### config.mk
export PLATFORM = sky130hd
export DESIGN_NAME = if_fetch_stage_flat
export DESIGN_NICKNAME = d
export VERILOG_FILES = /design/src/rtl/if_fetch_stage_pkg.sv /design/src/rtl/if_fetch_stage_if.sv /design/src/rtl/if_fetch_stage_hold_buf.sv /design/src/rtl/if_fetch_stage.sv /design/src/flat_wrapper.sv
export SDC_FILE = /design/constraint.sdc
export NUM_CORES = 1
export LEC_CHECK = 0
export ABC_CLOCK_PERIOD_IN_PS = 2350
export BUFFER_PORTS_ARGS = -buffer_cell sky130_fd_sc_hd__buf_2
export CAP_MARGIN = 40
export CORE_ASPECT_RATIO = 1.75
export CORE_MARGIN = 2
export CORE_UTILIZATION = 25
export DETAILED_ROUTE_END_ITERATION = 8
export HOLD_SLACK_MARGIN = 0.02
export PLACE_DENSITY_LB_ADDON = 0.05
export SKIP_CTS_REPAIR_TIMING = 1
export SLEW_MARGIN = 25
export SYNTH_ARGS = -nofsm -noshare
export SYNTH_HDL_FRONTEND = slang
export SYNTH_SLANG_ARGS = --single-unit
### constraint.sdc
create_clock -name clk -period 2.35 [get_ports clk]
set_input_delay 0.235 -clock clk [delete_from_list [all_inputs] [get_ports clk]]
set_output_delay 0.235 -clock clk [all_outputs]
set_load 0.005 [all_outputs]
### src/rtl/if_fetch_stage_pkg.sv
// Shared fetch-stage definitions: FSM state encoding, reset PC default and the IF/ID bundle.
package if_fetch_stage_pkg;

  localparam int unsigned XLEN = 32;
  localparam logic [XLEN-1:0] RESET_PC_DEFAULT = 32'h0000_0000;

  typedef enum logic [1:0] {
    ST_IDLE,
    ST_REQ,
    ST_KILL,
    ST_HOLD
  } fetch_state_e;

  typedef struct packed {
    logic            valid;
    logic [XLEN-1:0] pc;
    logic [XLEN-1:0] pc4;
    logic [XLEN-1:0] instr;
  } ifid_t;

  // Instructions are word aligned; the low two bits of a target are discarded.
  function automatic logic [XLEN-1:0] align_pc(input logic [XLEN-1:0] pc);
    return pc & ~XLEN'(3);
  endfunction

endpackage

### src/rtl/if_fetch_stage_if.sv
// Instruction-memory request/acknowledge bus between the fetch stage (master) and memory (slave).
interface if_fetch_stage_if #(
  parameter int unsigned WIDTH = 32
);
  logic             imem_req_o;
  logic [WIDTH-1:0] imem_addr_o;
  logic             imem_ack_i;
  logic [WIDTH-1:0] imem_rdata_i;

  modport master (
    output imem_req_o, imem_addr_o,
    input  imem_ack_i, imem_rdata_i
  );

  modport slave (
    input  imem_req_o, imem_addr_o,
    output imem_ack_i, imem_rdata_i
  );
endinterface

### src/rtl/if_fetch_stage_hold_buf.sv
// One-entry skid buffer holding a fetched instruction that arrived while IF/ID was stalled.
module if_hold_buf
  import if_fetch_stage_pkg::*;
(
  input  logic  clk,
  input  logic  rst,
  input  logic  load_i,
  input  logic  drop_i,
  input  ifid_t data_i,
  output ifid_t data_o
);

  ifid_t buf_q;

  always_ff @(posedge clk) begin
    if (rst) begin
      buf_q <= '0;
    end else if (load_i) begin
      buf_q <= data_i;
    end else if (drop_i) begin
      buf_q.valid <= 1'b0;
    end
  end

  assign data_o = buf_q;

endmodule

### src/rtl/if_fetch_stage.sv
// Instruction-fetch stage: PC register, imem handshake and IF/ID register.
// Optional performance counters enabled by defining IF_FETCH_PERF_EN.
module if_fetch_stage
  import if_fetch_stage_pkg::*;
#(
  parameter int unsigned      WIDTH    = XLEN,
  parameter logic [WIDTH-1:0] RESET_PC = RESET_PC_DEFAULT
) (
  input  logic             clk,
  input  logic             rst,
  input  logic             stall_i,
  input  logic             redirect_i,
  input  logic [WIDTH-1:0] redirect_pc_i,
  output logic [WIDTH-1:0] pc_o,
  input  logic [WIDTH-1:0] seq_pc_i,
  if_fetch_stage_if.master imem,
  output logic             ifid_valid_o,
  output logic [WIDTH-1:0] ifid_pc_o,
  output logic [WIDTH-1:0] ifid_pc4_o,
  output logic [WIDTH-1:0] ifid_instr_o
`ifdef IF_FETCH_PERF_EN
  ,
  output logic [31:0]      perf_fetch_o,
  output logic [31:0]      perf_bubble_o
`endif
);

  fetch_state_e     state_q;
  logic [WIDTH-1:0] pc_q;
  logic [WIDTH-1:0] addr_q;
  logic             req_q;
  ifid_t            ifid_q;
  ifid_t            buf_in;
  ifid_t            buf_out;
  logic [WIDTH-1:0] redir_pc;
  logic             ack;
  logic             buf_load;
  logic             buf_drop;

  assign ack      = imem.imem_ack_i;
  assign redir_pc = align_pc(redirect_pc_i);
  assign buf_load = (state_q == ST_REQ) && ack && !redirect_i && stall_i;
  assign buf_drop = (state_q == ST_HOLD) && (redirect_i || !stall_i);
  assign buf_in   = '{valid: 1'b1, pc: pc_q, pc4: seq_pc_i, instr: imem.imem_rdata_i};

  if_hold_buf u_hold_buf (
    .clk    (clk),
    .rst    (rst),
    .load_i (buf_load),
    .drop_i (buf_drop),
    .data_i (buf_in),
    .data_o (buf_out)
  );

  // addr_q tracks the address of the request in flight; in KILL it keeps the
  // abandoned address stable while pc_q already holds the redirect target.
  always_ff @(posedge clk) begin
    if (rst) begin
      state_q <= ST_IDLE;
      pc_q    <= RESET_PC;
      addr_q  <= RESET_PC;
      req_q   <= 1'b0;
      ifid_q  <= '0;
    end else begin
      case (state_q)
        ST_IDLE: begin
          if (redirect_i) begin
            pc_q   <= redir_pc;
            addr_q <= redir_pc;
          end else begin
            addr_q <= pc_q;
          end
          req_q   <= 1'b1;
          state_q <= ST_REQ;
        end
        ST_REQ: begin
          if (ack) begin
            if (redirect_i) begin
              pc_q         <= redir_pc;
              addr_q       <= redir_pc;
              ifid_q.valid <= 1'b0;
            end else if (!stall_i) begin
              ifid_q <= '{valid: 1'b1, pc: pc_q, pc4: seq_pc_i, instr: imem.imem_rdata_i};
              pc_q   <= seq_pc_i;
              addr_q <= seq_pc_i;
            end else begin
              req_q   <= 1'b0;
              state_q <= ST_HOLD;
            end
          end else if (redirect_i) begin
            pc_q         <= redir_pc;
            ifid_q.valid <= 1'b0;
            state_q      <= ST_KILL;
          end else if (!stall_i) begin
            ifid_q.valid <= 1'b0;
          end
        end
        ST_KILL: begin
          if (redirect_i) pc_q <= redir_pc;
          if (redirect_i || !stall_i) ifid_q.valid <= 1'b0;
          if (ack) begin
            addr_q  <= redirect_i ? redir_pc : pc_q;
            state_q <= ST_REQ;
          end
        end
        ST_HOLD: begin
          if (redirect_i) begin
            pc_q         <= redir_pc;
            addr_q       <= redir_pc;
            ifid_q.valid <= 1'b0;
            req_q        <= 1'b1;
            state_q      <= ST_REQ;
          end else if (!stall_i && buf_out.valid) begin
            ifid_q  <= buf_out;
            pc_q    <= buf_out.pc4;
            addr_q  <= buf_out.pc4;
            req_q   <= 1'b1;
            state_q <= ST_REQ;
          end
        end
        default: state_q <= ST_IDLE;
      endcase
    end
  end

  assign pc_o             = pc_q;
  assign imem.imem_req_o  = req_q;
  assign imem.imem_addr_o = addr_q;
  assign ifid_valid_o     = ifid_q.valid;
  assign ifid_pc_o        = ifid_q.pc;
  assign ifid_pc4_o       = ifid_q.pc4;
  assign ifid_instr_o     = ifid_q.instr;

`ifdef IF_FETCH_PERF_EN
  logic        fetch_ev;
  logic        bubble_ev;
  logic [31:0] perf_fetch_q;
  logic [31:0] perf_bubble_q;

  always_comb begin
    fetch_ev  = ((state_q == ST_REQ) && ack && !redirect_i && !stall_i) ||
                ((state_q == ST_HOLD) && !redirect_i && !stall_i && buf_out.valid);
    bubble_ev = !stall_i && (((state_q == ST_REQ) && (redirect_i || !ack)) ||
                             (state_q == ST_KILL) ||
                             ((state_q == ST_HOLD) && redirect_i));
  end

  always_ff @(posedge clk) begin
    if (rst) begin
      perf_fetch_q  <= '0;
      perf_bubble_q <= '0;
    end else begin
      if (fetch_ev)  perf_fetch_q  <= perf_fetch_q + 32'd1;
      if (bubble_ev) perf_bubble_q <= perf_bubble_q + 32'd1;
    end
  end

  assign perf_fetch_o  = perf_fetch_q;
  assign perf_bubble_o = perf_bubble_q;
`endif

endmodule

### src/flat_wrapper.sv
// flat-port wrapper written by rule: the top's interface ports become plain ports
module if_fetch_stage_flat import if_fetch_stage_pkg::*;
#(
  parameter int unsigned      WIDTH    = XLEN,
  parameter logic [WIDTH-1:0] RESET_PC = RESET_PC_DEFAULT
)
  (clk, rst, stall_i, redirect_i, redirect_pc_i, pc_o, seq_pc_i, ifid_valid_o, ifid_pc_o, ifid_pc4_o, ifid_instr_o, imem_imem_req_o, imem_imem_addr_o, imem_imem_ack_i, imem_imem_rdata_i);
  if_fetch_stage_if #(.WIDTH(WIDTH)) imem_i ();
  input  logic clk;
  input  logic rst;
  input  logic stall_i;
  input  logic redirect_i;
  input  logic [WIDTH-1:0] redirect_pc_i;
  output logic [WIDTH-1:0] pc_o;
  input  logic [WIDTH-1:0] seq_pc_i;
  output logic ifid_valid_o;
  output logic [WIDTH-1:0] ifid_pc_o;
  output logic [WIDTH-1:0] ifid_pc4_o;
  output logic [WIDTH-1:0] ifid_instr_o;
  output wire logic [$bits(imem_i.imem_req_o)-1:0] imem_imem_req_o;
  output wire logic [$bits(imem_i.imem_addr_o)-1:0] imem_imem_addr_o;
  input wire logic [$bits(imem_i.imem_ack_i)-1:0] imem_imem_ack_i;
  input wire logic [$bits(imem_i.imem_rdata_i)-1:0] imem_imem_rdata_i;
  assign imem_imem_req_o = imem_i.imem_req_o;
  assign imem_imem_addr_o = imem_i.imem_addr_o;
  assign imem_i.imem_ack_i = imem_imem_ack_i;
  assign imem_i.imem_rdata_i = imem_imem_rdata_i;
  if_fetch_stage #(.WIDTH(WIDTH), .RESET_PC(RESET_PC)) u_core (.clk(clk), .rst(rst), .stall_i(stall_i), .redirect_i(redirect_i), .redirect_pc_i(redirect_pc_i), .pc_o(pc_o), .seq_pc_i(seq_pc_i), .imem(imem_i), .ifid_valid_o(ifid_valid_o), .ifid_pc_o(ifid_pc_o), .ifid_pc4_o(ifid_pc4_o), .ifid_instr_o(ifid_instr_o));
endmodule
# Yosys cells after proc, flatten, opt, wreduce, memory -nomap -nowiden

Index checks and enable logic that the tools add are counted.

Register bits: 261
Bits of input ports: 101
Output and inout bits: 162
Word-level logic and storage cells: 88

Eq/ne operators: 17
Multiplexer cells: 39
Reductions and logical operators: 20

Operator list:

| kind               | number |
|---|---|
| $mux 96            | 3 |
| $mux 32            | 8 |
| $mux 97            | 2 |
| $pmux 96 s2        | 1 |
| $pmux 32 s4        | 1 |
| $pmux 32 s3        | 1 |
| $ne 3x3->1 const B | 5 |
| $mux 2             | 7 |
| $ne 2x2->1 const B | 7 |
| $mux 1             | 13 |
| $reduce_and 5->1   | 2 |
| $pmux 2 s4         | 1 |
| $reduce_and 4->1   | 2 |
| $pmux 1 s3         | 2 |
| $reduce_and 6->1   | 1 |
| $reduce_bool 3->1  | 2 |
| $logic_and 1x1->1  | 5 |
| $eq 2x2->1 const B | 2 |
| $ne 4x4->1 const B | 1 |
| $reduce_bool 2->1  | 2 |
| $eq 2x1->1 const B | 1 |
| $logic_not 1->1    | 2 |
| $logic_not 2->1    | 1 |
| $ne 2x1->1 const B | 1 |
| 3 further kinds    | 3 |

# Logic depth before layout (Yosys ltp)

Gate-level depths: netlist of the first run.

Word-level depth: 5
Mapped depth: 11
Gate-level depth less buffers: 6

# Cells and area by module

From an unflattened synthesis of the first run, not the netlist that was laid out.

Cells, all modules: 1459
Area, all modules: 12230.5 um2

By module, submodules not included:

| module         | instances | cells an instance | area each (um2) | sequential area each (um2) |
|---|---|---|---|---|
| if_fetch_stage | 1         | 1145              | 8789.7          | 3283.1 |
| if_hold_buf    | 1         | 314               | 3440.8          | 1941.9 |

# Least setup slack after synthesis of the first run

OpenSTA, ideal clock, no wires.

Path kind: reg-to-reg
From: register u_core.state_q[1]
To: register u_core.ifid_q (netlist bit u_core.ifid_instr_o[0])
Library setup time: 81 ps
Arrival: 1931 ps
Slack: 338 ps
Stages on the path, launching flop included: 12
Buffers on the path: 5
Period minus slack after synthesis: 2012 ps
Cells stage by stage: dfxtp_1 > inv_1 > ha_1 > buf_6 > or2_1 > o211a_1 > buf_2 > and2_1 > buf_6 > buf_6 > buf_6 > a211oi_2

Cells in the longest elaborated chain, start to end: 3

RTL lines:

| what                                                             | RTL line              | source |
|---|---|---|
| start, declared                                                  | if_fetch_stage.sv:28  | `fetch_state_e state_q;` |
| start signal, assigned                                           | if_fetch_stage.sv:59  | `state_q <= ST_IDLE;` |
| start signal, assigned                                           | if_fetch_stage.sv:74  | `state_q <= ST_REQ;` |
| start signal, assigned                                           | if_fetch_stage.sv:88  | `state_q <= ST_HOLD;` |
| $eq 2x2->1 / $eq 2x1->1 (equally long branches)                  | if_fetch_stage.sv:65  | `case (state_q)` |
| $ne 2x2->1 (no line) / $reduce_bool 2->1 (equally long branches) | --                    |  |
| $reduce_and 6->1 (no line)                                       | --                    |  |
| end signal, assigned                                             | if_fetch_stage.sv:83  | `ifid_q <= '{valid: 1'b1, pc: pc_q, pc4: seq_pc_i, instr: imem.imem_rdata_i};` |
| end signal, assigned                                             | if_fetch_stage.sv:114 | `ifid_q <= buf_out;` |
| end, declared                                                    | if_fetch_stage.sv:32  | `ifid_t ifid_q;` |

Several ways; a longest one is shown, not always the timed one.
A chain may end at the register's enable or synchronous reset.

# Final worst setup path of the first run

From: register u_core.state_q[0]
To: register u_core.addr_q[29] (netlist: u_core.imem.imem_addr_o[29])

Cells in the longest elaborated chain, start to end: 3

RTL lines:

| what                                                      | RTL line             | source |
|---|---|---|
| $eq 2x2->1 / $eq 2x1->1 (equally long branches)           | if_fetch_stage.sv:65 |  |
| $ne 3x3->1 (no line) / $ne 2x2->1 (equally long branches) | --                   |  |
| $reduce_and 4->1 (no line)                                | --                   |  |
| end signal, assigned                                      | if_fetch_stage.sv:69 | `addr_q <= redir_pc;` |
| end signal, assigned                                      | if_fetch_stage.sv:71 | `addr_q <= pc_q;` |
| end signal, assigned                                      | if_fetch_stage.sv:80 | `addr_q <= redir_pc;` |
| end, declared                                             | if_fetch_stage.sv:30 | `logic [WIDTH-1:0] addr_q;` |

Several ways; a longest one is shown, not always the timed one.

==> flow_metrics.env, run 1 <==
export IMPL_path_class="reg2reg"
export IMPL_clock_sinks=261
export IMPL_cts_tree="built"
export IMPL_leakagePower_nw=6.75
export IMPL_fmax_mhz=489
export IMPL_synth_edf_count=0
export IMPL_ys_seq_area_frac=0.390
export IMPL_ios=263
export IMPL_synth_xor_area_frac=0
export IMPL_layout_drive_gt1_share=0.251
export IMPL_powerDensity_nw_per_um2=1240
export IMPL_wirelength_microns=52800
export IMPL_path_max_fanout=42
export IMPL_worst_slack_ps=303
export IMPL_worst_pin_slew_ps=833
export IMPL_grt_overflow=0
export IMPL_cap_violations=0
export IMPL_synth_area_leader_cell="dfxtp_1"
export IMPL_period_share=0.871
export IMPL_synthSimpleGateAreaFrac=0.137
export IMPL_synth_top_family_by_area="compound AO/OA/AOI/OAI gates"
export IMPL_drv_slew=0
export IMPL_timing_slew_headroom=0.444
export IMPL_end_kind="flip-flop"
export IMPL_path_buf_inv=2
export IMPL_dieWidth_microns=179
export IMPL_synthMuxAreaShare=0.144
export IMPL_cts_htree_levels=1
export IMPL_r2r_end="u_core.imem.imem_addr_o[29]"
export IMPL_synth_ff_type="dfxtp_1"
export IMPL_vias_per_cell=5.04
export IMPL_synth_top_cell_area_share=0.390
export IMPL_initial_core_util=0.252
export IMPL_ant_nets=0
export IMPL_dp_hpwl_microns=33800
export IMPL_yosys_area_share_adder=0.00653
export IMPL_cts_root_buf="clkbuf_16"
export IMPL_grt_pass1_wl_microns=78400
export IMPL_route_vias_total=12538
export IMPL_r2r_cells=7
export IMPL_core_rowCount=112
export IMPL_crit_chain="inv_1 -> ha_1 -> o21ba_2 -> a211oi_4 -> buf_12 -> o311a_1 -> nor3_1"
export IMPL_post_drt_wl_per_cell_microns=21.2
export IMPL_cp_depth=7
export IMPL_syn_to_final_growth_pct=29.4
export IMPL_syn_inst=1527
export IMPL_die_area_sq_um=55600
export IMPL_setup_viol=0
export IMPL_synthDistinctLibCells=49
export IMPL_synthArstFlopShare=0
export IMPL_numPortBuffers=260
export IMPL_critPathLaunch="u_core.state_q[0]"
export IMPL_endpoint="u_core.imem.imem_addr_o[29]"
export IMPL_worstHoldStart="rst"
export IMPL_clk_insertion_delay_late_ps=580
export IMPL_fin_nets=1888
export IMPL_die_y_microns=310
export IMPL_drt_iter0_markers=572
export IMPL_fin_crit_ps=2050
export IMPL_avgSynthCellArea_sq_um=8.78
export IMPL_crit_path_max_incr_delay_ps=440
export IMPL_n_fill_cell=5581
export IMPL_synth_compound_area_frac=0.267
export IMPL_crit_slowest_cell="dfxtp_2"
export IMPL_finalSetupTns_ps=0
export IMPL_worstPathRequired_ps=2810
export IMPL_synth_nets=1635
export IMPL_grt_util_all_layers=0.184
export IMPL_rsz0062_at_grt="no"
export IMPL_clock_path_buffers=3
export IMPL_ys_ff_latch=261
export IMPL_irDropWorstVdd_v=0.000672
export IMPL_dp_slack_ps=147
export IMPL_cts_clk_slew_worst_paths_ps=70
export IMPL_status="complete, no violations"
export IMPL_start_kind="flip-flop"
export IMPL_mostFrequentLayoutCells="dfxtp_1 (260), buf_2 (258), nand2_1 (228), a21oi_1 (200), mux2i_1 (160)"
export IMPL_hold_path_class="in2reg"
export IMPL_cp_top_family="compound AO/OA/AOI/OAI gates"
export IMPL_drc_errors=0
export IMPL_reg2reg_slack_ps=300
export IMPL_ys_warn_count=0
export IMPL_gp_congestion=0.755
export IMPL_timing_rr_start="u_core.state_q[0]"
export IMPL_cp_arrival_ps=2500
export IMPL_grt_pass1_vias=12240
export IMPL_fin_worst_skew_ps=28.1
export IMPL_cts_buffers=30
export IMPL_grt_max_degree=90
export IMPL_drtPass1Iterations=5
export IMPL_final_hold_violation_count=0
export IMPL_antenna_found_initial=6
export IMPL_synth_area_sq_um=13400
export IMPL_synth_area_top_cells="dfxtp_1 (39%), mux2i_1 (12%), a21oi_1 (7.5%)"
export IMPL_layout_commonest_cell="dfxtp_1"
export IMPL_core_area_sq_um=53100
## sequential cells by signal, indices dropped and copies added, names as in the netlist
name                      flops
u_core.u_hold_buf.data_o     97
u_core.ifid_valid_o           1
u_core.ifid_pc4_o            32
u_core.imem.imem_addr_o      32
u_core.pc_o                  32
u_core.ifid_instr_o          32
u_core.ifid_pc_o             32
u_core.imem.imem_req_o        1
u_core.state_q                2
## synthesized netlist by cell type (all sizes together) (2+ instances only)
| cell type | count |
|---|---|
| o31ai | 2 |
| o211a | 30 |
| dfxtp | 261 |
| a22o | 2 |
| nor3 | 59 |
| clkbuf | 96 |
| nand2 | 228 |
| o2111ai | 2 |
| or2 | 2 |
| buf | 63 |
| a211o | 29 |
| nand2b | 7 |
| a221o | 2 |
| inv | 6 |
| a211oi | 128 |
| nor3b | 16 |
| o21ai | 8 |
| a21oi | 201 |
| o21a | 14 |
| nor2 | 68 |
| mux2i | 160 |
| nor2b | 32 |
| a221oi | 3 |
| mux2 | 29 |
| o311a | 29 |
| a2bb2oi | 29 |
| a311oi | 2 |
| ha | 7 |
## power breakdown
part           internal (mW)  switching, mW
clock network           2.91           2.04
logic                   4.28           5.55
registers               5.74           1.06
total                   12.9           8.66
## through the flow
| stage | instance area [sq um] | hold WS, ps | total power [mW] | instances | utilization |
|---|---|---|---|---|---|
| after floorplan | 13400 | 371 | 12.5 | 1527 | - |
| after global placement | 15600 | 441 | 16.7 | 2366 | 0.294 |
| after detailed placement | 15700 | 446 | 16.8 | 2368 | 0.295 |
| after CTS | 16700 | -134 | 21.9 | 2424 | 0.314 |
| after global routing | 17300 | 73.9 | 23.1 | 2488 | 0.327 |
| final | 17300 | 77.5 | 21.6 | 2489 | 0.327 |
## layer usage
layer  wire, microns  GRT usage
met1           23200      0.227
met2           25600      0.324
met3            2750     0.0340
met4            1170     0.0499
met5              57          0
## cell families after synthesis
kind of cell	count (synthesis)
AO/OA/AOI/OAI	485
flip-flops	261
buffers and inverters	166
AND/OR/NAND/NOR	419
multiplexers	189
adder cells (fa/ha/maj)	7
## worst reg2reg max path, cell delays in order (launching register included)
cell and delay [ps]:
dfxtp_2 440, inv_1 130, ha_1 230, o21ba_2 230, a211oi_4 290, buf_12 280
o311a_1 270, nor3_1 50
## worst min-delay path by stage
stage | endpoint | slack (ps) | depth (start not counted)
4_1_cts | u_core.u_hold_buf.data_o[12] | -130 | 3
3_3_place_gp | u_core.u_hold_buf.data_o[75] | 440 | 2
3_5_place_dp | u_core.u_hold_buf.data_o[29] | 450 | 2
5_1_grt | u_core.u_hold_buf.data_o[16] | 70 | 2
6_report | u_core.u_hold_buf.data_o[16] | 80 | 2
2_1_floorplan | u_core.u_hold_buf.data_o[0] | 370 | 2
## final cells by class
cell class	instances	area (sq um)	area share
repair buffers	380	2690	0.155
flip-flops and latches	261	5230	0.301
clock buffers	46	922	0.0532
clock inverters	10	109	0.00628
inverters	7	26.3	0.00151
multi-input cells	1100	7510	0.433
diodes	1	2.50	0.000144
well taps	684	856	0.0493
Power figures use the tool's default switching activity.
==> run 2, diff against run 1 <==
--- a/config.mk
+++ b/config.mk
@@ -12,6 +12,7 @@
 export CORE_MARGIN = 2
 export CORE_UTILIZATION = 25
 export DETAILED_ROUTE_END_ITERATION = 8
+export GPL_TIMING_DRIVEN = 0
 export HOLD_SLACK_MARGIN = 0.02
 export PLACE_DENSITY_LB_ADDON = 0.05
 export SKIP_CTS_REPAIR_TIMING = 1
==> flow_metrics.env, run 2 (synthesis gave the netlist of run 1 again) <==
export IMPL_cts_clk_slew_worst_paths_ps=70
export IMPL_dp_hpwl_microns=47900
export IMPL_grt_overflow=0
export IMPL_core_area_sq_um=53100
export IMPL_end_kind="flip-flop"
export IMPL_path_max_fanout=10
export IMPL_wirelength_microns=63000
export IMPL_powerDensity_nw_per_um2=1250
export IMPL_drv_slew=0
export IMPL_ios=263
export IMPL_numPortBuffers=258
export IMPL_grt_max_degree=15
export IMPL_dieWidth_microns=179
export IMPL_drt_iter0_markers=535
export IMPL_post_drt_wl_per_cell_microns=24.2
export IMPL_start_kind="flip-flop"
export IMPL_grt_pass1_wl_microns=89700
export IMPL_gp_congestion=0.868
export IMPL_fin_crit_ps=2270
export IMPL_hold_path_class="in2reg"
export IMPL_syn_to_final_growth_pct=30.0
export IMPL_clk_insertion_delay_late_ps=590
export IMPL_route_vias_total=13178
export IMPL_fin_util=0.328
export IMPL_cp_top_family="buffers and inverters"
export IMPL_vias_per_cell=5.06
export IMPL_drtPass1Iterations=7
export IMPL_power_total_mw=21.7
export IMPL_fmax_mhz=441
export IMPL_status="complete, no violations"
export IMPL_irDropWorstVdd_v=0.000642
export IMPL_path_class="reg2reg"
export IMPL_period_share=0.964
export IMPL_setup_viol=0
export IMPL_place_area_sq_um=15600
export IMPL_drc_errors=0
export IMPL_core_rowCount=112
export IMPL_cts_root_buf="clkbuf_16"
export IMPL_finalInstanceArea_sq_um=17400
export IMPL_die_y_microns=310
export IMPL_timing_slew_headroom=0.403
export IMPL_crit_chain="ha_1 -> buf_6 -> clkbuf_1 -> o21a_1 -> a211oi_1 -> o311a_1 -> nor3_1"
export IMPL_worst_slack_ps=84.1
export IMPL_largest_reg_flops=97
export IMPL_final_hold_violation_count=0
export IMPL_path_buf_inv=2
export IMPL_fin_nets=2004
export IMPL_initial_core_util=0.252
export IMPL_crit_path_max_incr_delay_ps=560
export IMPL_grt_util_all_layers=0.220
export IMPL_antenna_found_initial=4
export IMPL_layout_commonest_cell="buf_2"
export IMPL_mostFrequentLayoutCells="buf_2 (296), dfxtp_1 (260), nand2_1 (228), a21oi_1 (200), mux2i_1 (159)"
export IMPL_fin_worst_skew_ps=13.5
export IMPL_cts_tree="built"
export IMPL_rsz0062_at_grt="no"
export IMPL_worst_pin_slew_ps=896
export IMPL_clock_sinks=261
export IMPL_ant_nets=0
export IMPL_cts_htree_levels=1
export IMPL_layout_drive_gt1_share=0.261
export IMPL_die_area_sq_um=55600
export IMPL_grt_pass1_vias=13077
export IMPL_cp_arrival_ps=2770
export IMPL_worstPathRequired_ps=2850
export IMPL_finalSetupTns_ps=0
export IMPL_cts_buffers=31
export IMPL_cap_violations=0
export IMPL_antenna_cells=0
export IMPL_crit_slowest_cell="clkbuf_1"
export IMPL_dp_slack_ps=-397
export IMPL_leakagePower_nw=6.91
export IMPL_clock_path_buffers=3
run 2: final cells by class:
class                           instances  area [sq um]
Sequential cell                       261          5230
Buffer                                158           798
Clock buffer                           39           876
Timing Repair Buffer                  337          2070
Fill cell                            5770         35700
Multi-Input combinational cell       1100          7450
Tap cell                              684           856
Clock inverter                         16           118
Inverter                                7          26.3
run 2: power breakdown:
group	total, mW	switching [mW]	internal (mW)	leakage (nW)
combinational	10.1	5.88	4.18	4.28
clock	4.87	2.14	2.73	0.500
sequential	6.81	1.07	5.74	2.14
run 2: stage by stage:
step | hold WS (ps) | std cells
floorplan | 371 | 1527
global placement | 440 | 2469
detailed placement | 446 | 2474
CTS | -133 | 2529
global route | 93.2 | 2602
finish | 73.2 | 2602
run 2: path summary, 6_finish.rpt:
check | slack [ps] | from | end | cells after the start
hold reg to reg | 450 | u_core.u_hold_buf.data_o[68] | u_core.u_hold_buf.data_o[68] | 2
setup reg to reg | 80 | u_core.state_q[0] | u_core.imem.imem_addr_o[13] | 7
setup / recovery | 80 | u_core.state_q[0] | u_core.imem.imem_addr_o[13] | 7
hold / removal | 70 | imem_imem_ack_i | u_core.imem.imem_req_o | 4
run 2: routing by layer:
metal / part of all wire / wire length (microns) / vias to the layer above / GRT usage
li1: - / - / 6287 / -
met1: 0.39 / 24700 / 6342 / 0.247
met2: 0.52 / 32800 / 427 / 0.415
met3: 0.054 / 3400 / 114 / 0.0368
met4: 0.033 / 2070 / 8 / 0.0722
met5: 0.00068 / 43 / - / 0
run 2: tightest hold or removal path, stage by stage:
cell and delay (ps):
buf_2 130, nand2b_1 110, o21ai_0 100, o31ai_1 60
==> run 3, diff against run 2 <==
--- a/config.mk
+++ b/config.mk
@@ -10,7 +10,7 @@
 export CAP_MARGIN = 40
 export CORE_ASPECT_RATIO = 1.75
 export CORE_MARGIN = 2
-export CORE_UTILIZATION = 25
+export CORE_UTILIZATION = 56
 export DETAILED_ROUTE_END_ITERATION = 8
 export GPL_TIMING_DRIVEN = 0
 export HOLD_SLACK_MARGIN = 0.02
==> flow_metrics.env, run 3 (synthesis gave the netlist of run 1 again) <==
export IMPL_gp_congestion=1.01
export IMPL_wirelength_microns=47800
export IMPL_final_hold_violation_count=0
export IMPL_crit_slowest_cell="dfxtp_4"
export IMPL_crit_top_cell="buf_6"
export IMPL_combPwrFrac=0.460
export IMPL_antenna_found_initial=3
export IMPL_powerDensity_nw_per_um2=1230
export IMPL_path_max_fanout=10
export IMPL_mostFrequentLayoutCells="buf_2 (299), dfxtp_1 (260), nand2_1 (228), a21oi_1 (200), mux2i_1 (160)"
export IMPL_die_y_microns=209
export IMPL_route_vias_total=13435
export IMPL_worstPathRequired_ps=2800
export IMPL_path_buf_inv=6
export IMPL_status="complete, no violations"
export IMPL_ios=263
export IMPL_drt_iter0_markers=937
export IMPL_dp_hpwl_microns=34700
export IMPL_core_rowCount=74
export IMPL_die_area_sq_um=25200
export IMPL_end_kind="flip-flop"
export IMPL_numPortBuffers=258
export IMPL_drv_slew=0
export IMPL_fin_nets=1991
export IMPL_syn_to_final_growth_pct=24.5
export IMPL_leakagePower_nw=6.74
export IMPL_clock_path_buffers=3
export IMPL_clkPwrFrac=0.211
export IMPL_layout_commonest_cell="buf_2"
export IMPL_grt_max_degree=16
export IMPL_post_drt_wl_per_cell_microns=21.7
export IMPL_vias_per_cell=6.10
export IMPL_ant_nets=0
export IMPL_initial_core_util=0.572
export IMPL_grt_pass1_vias=13294
export IMPL_timing_slew_headroom=0.476
export IMPL_start_kind="flip-flop"
export IMPL_dieWidth_microns=121
export IMPL_pwr_share_seq=0.329
export IMPL_finalSetupTns_ps=0
export IMPL_sw_frac_of_total=0.397
export IMPL_worst_hold_slack_ps=136
export IMPL_layout_drive_gt1_share=0.242
export IMPL_ff_latch_area_sq_um=5230
export IMPL_irDropWorstVdd_v=0.000925
export IMPL_fin_crit_ps=2280
export IMPL_cts_buffers=25
export IMPL_cts_clk_slew_worst_paths_ps=70
export IMPL_multi_input_area_sq_um=7440
export IMPL_cts_htree_levels=1
export IMPL_power_switching_mw=8.13
export IMPL_fin_worst_skew_ps=18.4
export IMPL_cap_violations=0
export IMPL_cts_tree="built"
export IMPL_grt_pass1_wl_microns=72000
export IMPL_crit_path_max_incr_delay_ps=370
export IMPL_period_share=0.972
export IMPL_cp_arrival_ps=2740
export IMPL_grt_util_all_layers=0.362
export IMPL_core_area_sq_um=23400
export IMPL_cts_root_buf="clkbuf_16"
export IMPL_setup_viol=0
export IMPL_cp_top_family="buffers and inverters"
export IMPL_largest_reg_flops=97
export IMPL_grt_overflow=0
export IMPL_drtPass1Iterations=6
export IMPL_hold_path_class="in2reg"
export IMPL_clock_sinks=261
export IMPL_worst_pin_slew_ps=786
export IMPL_drc_errors=0
export IMPL_path_class="reg2reg"
export IMPL_clk_insertion_delay_late_ps=550
export IMPL_fmax_mhz=438
export IMPL_n_fill_cell=1941
export IMPL_crit_chain="inv_1 -> ha_1 -> buf_6 -> or2_1 -> o211a_1 -> buf_4 -> and2_1 -> buf_6 -> buf_6 -> buf_6 -> a211oi_2"
export IMPL_internal_power_mw=12.4
## run 3: changes by cell type in the layout (fill, tap and decap cells not counted), sizes merged
cell    delta
bufinv     +4
diode      +2
inv        -1
buf        -3
clkinv    -10
clkbuf    -12
## run 3: metal layers
metal / GRT usage / part of all wire / vias to the layer above
li1: - / - / 6250
met1: 0.395 / 0.36 / 6395
met2: 0.647 / 0.51 / 622
met3: 0.0557 / 0.070 / 166
met4: 0.214 / 0.056 / 2
met5: 0 / 0.00010 / -
## run 3: worst paths after layout
| kind | startpoint | endpoint | slack [ps] | cells past startpoint |
|---|---|---|---|---|
| setup / recovery | u_core.state_q[1] | u_core.ifid_pc4_o[23] | 70 | 11 |
| hold / removal | imem_imem_ack_i | u_core.imem.imem_req_o | 140 | 4 |
| setup reg to reg | u_core.state_q[1] | u_core.ifid_pc4_o[23] | 70 | 11 |
| hold reg to reg | u_core.u_hold_buf.data_o[76] | u_core.u_hold_buf.data_o[76] | 450 | 2 |
## run 3: worst min-delay path, cell delays in order
cell and delay, ps:
buf_2 130, nand2b_1 110, o21ai_0 100, o31ai_1 70
## run 3: layout make-up
class / count / share of cell area
inverters: 7 / 0.00157
well taps: 304 / 0.0228
plain buffers: 158 / 0.0459
multi-input cells: 1100 / 0.446
clock buffers: 31 / 0.0400
clock inverters: 9 / 0.0107
flip-flops and latches: 261 / 0.313
diodes: 2 / 0.000300
repair buffers: 330 / 0.120
## run 3: power by group through the flow
stage          Sequential, mW  Combinational, mW  Clock, mW
2_1_floorplan            6.72               5.76          0
3_3_place_gp             6.75               8.91          0
3_5_place_dp             6.79               9.06          0
4_1_cts                  6.70               9.10       4.33
5_1_grt                  6.89               10.2       4.48
6_report                 6.75               9.42       4.32
## run 3: stage by stage
| step | power, mW | area (sq um) | std cells | utilization | worst slack (ps) |
|---|---|---|---|---|---|
| 2_1_floorplan | 12.5 | 13400 | 1527 | - | 338 |
| 3_3_place_gp | 15.7 | 15100 | 2089 | 0.644 | -123 |
| 3_5_place_dp | 15.8 | 15100 | 2089 | 0.644 | -162 |
| 4_1_cts | 20.1 | 15900 | 2129 | 0.680 | -190 |
| 5_1_grt | 21.6 | 16700 | 2202 | 0.713 | -16.1 |
| 6_report | 20.5 | 16700 | 2202 | 0.713 | 66.2 |
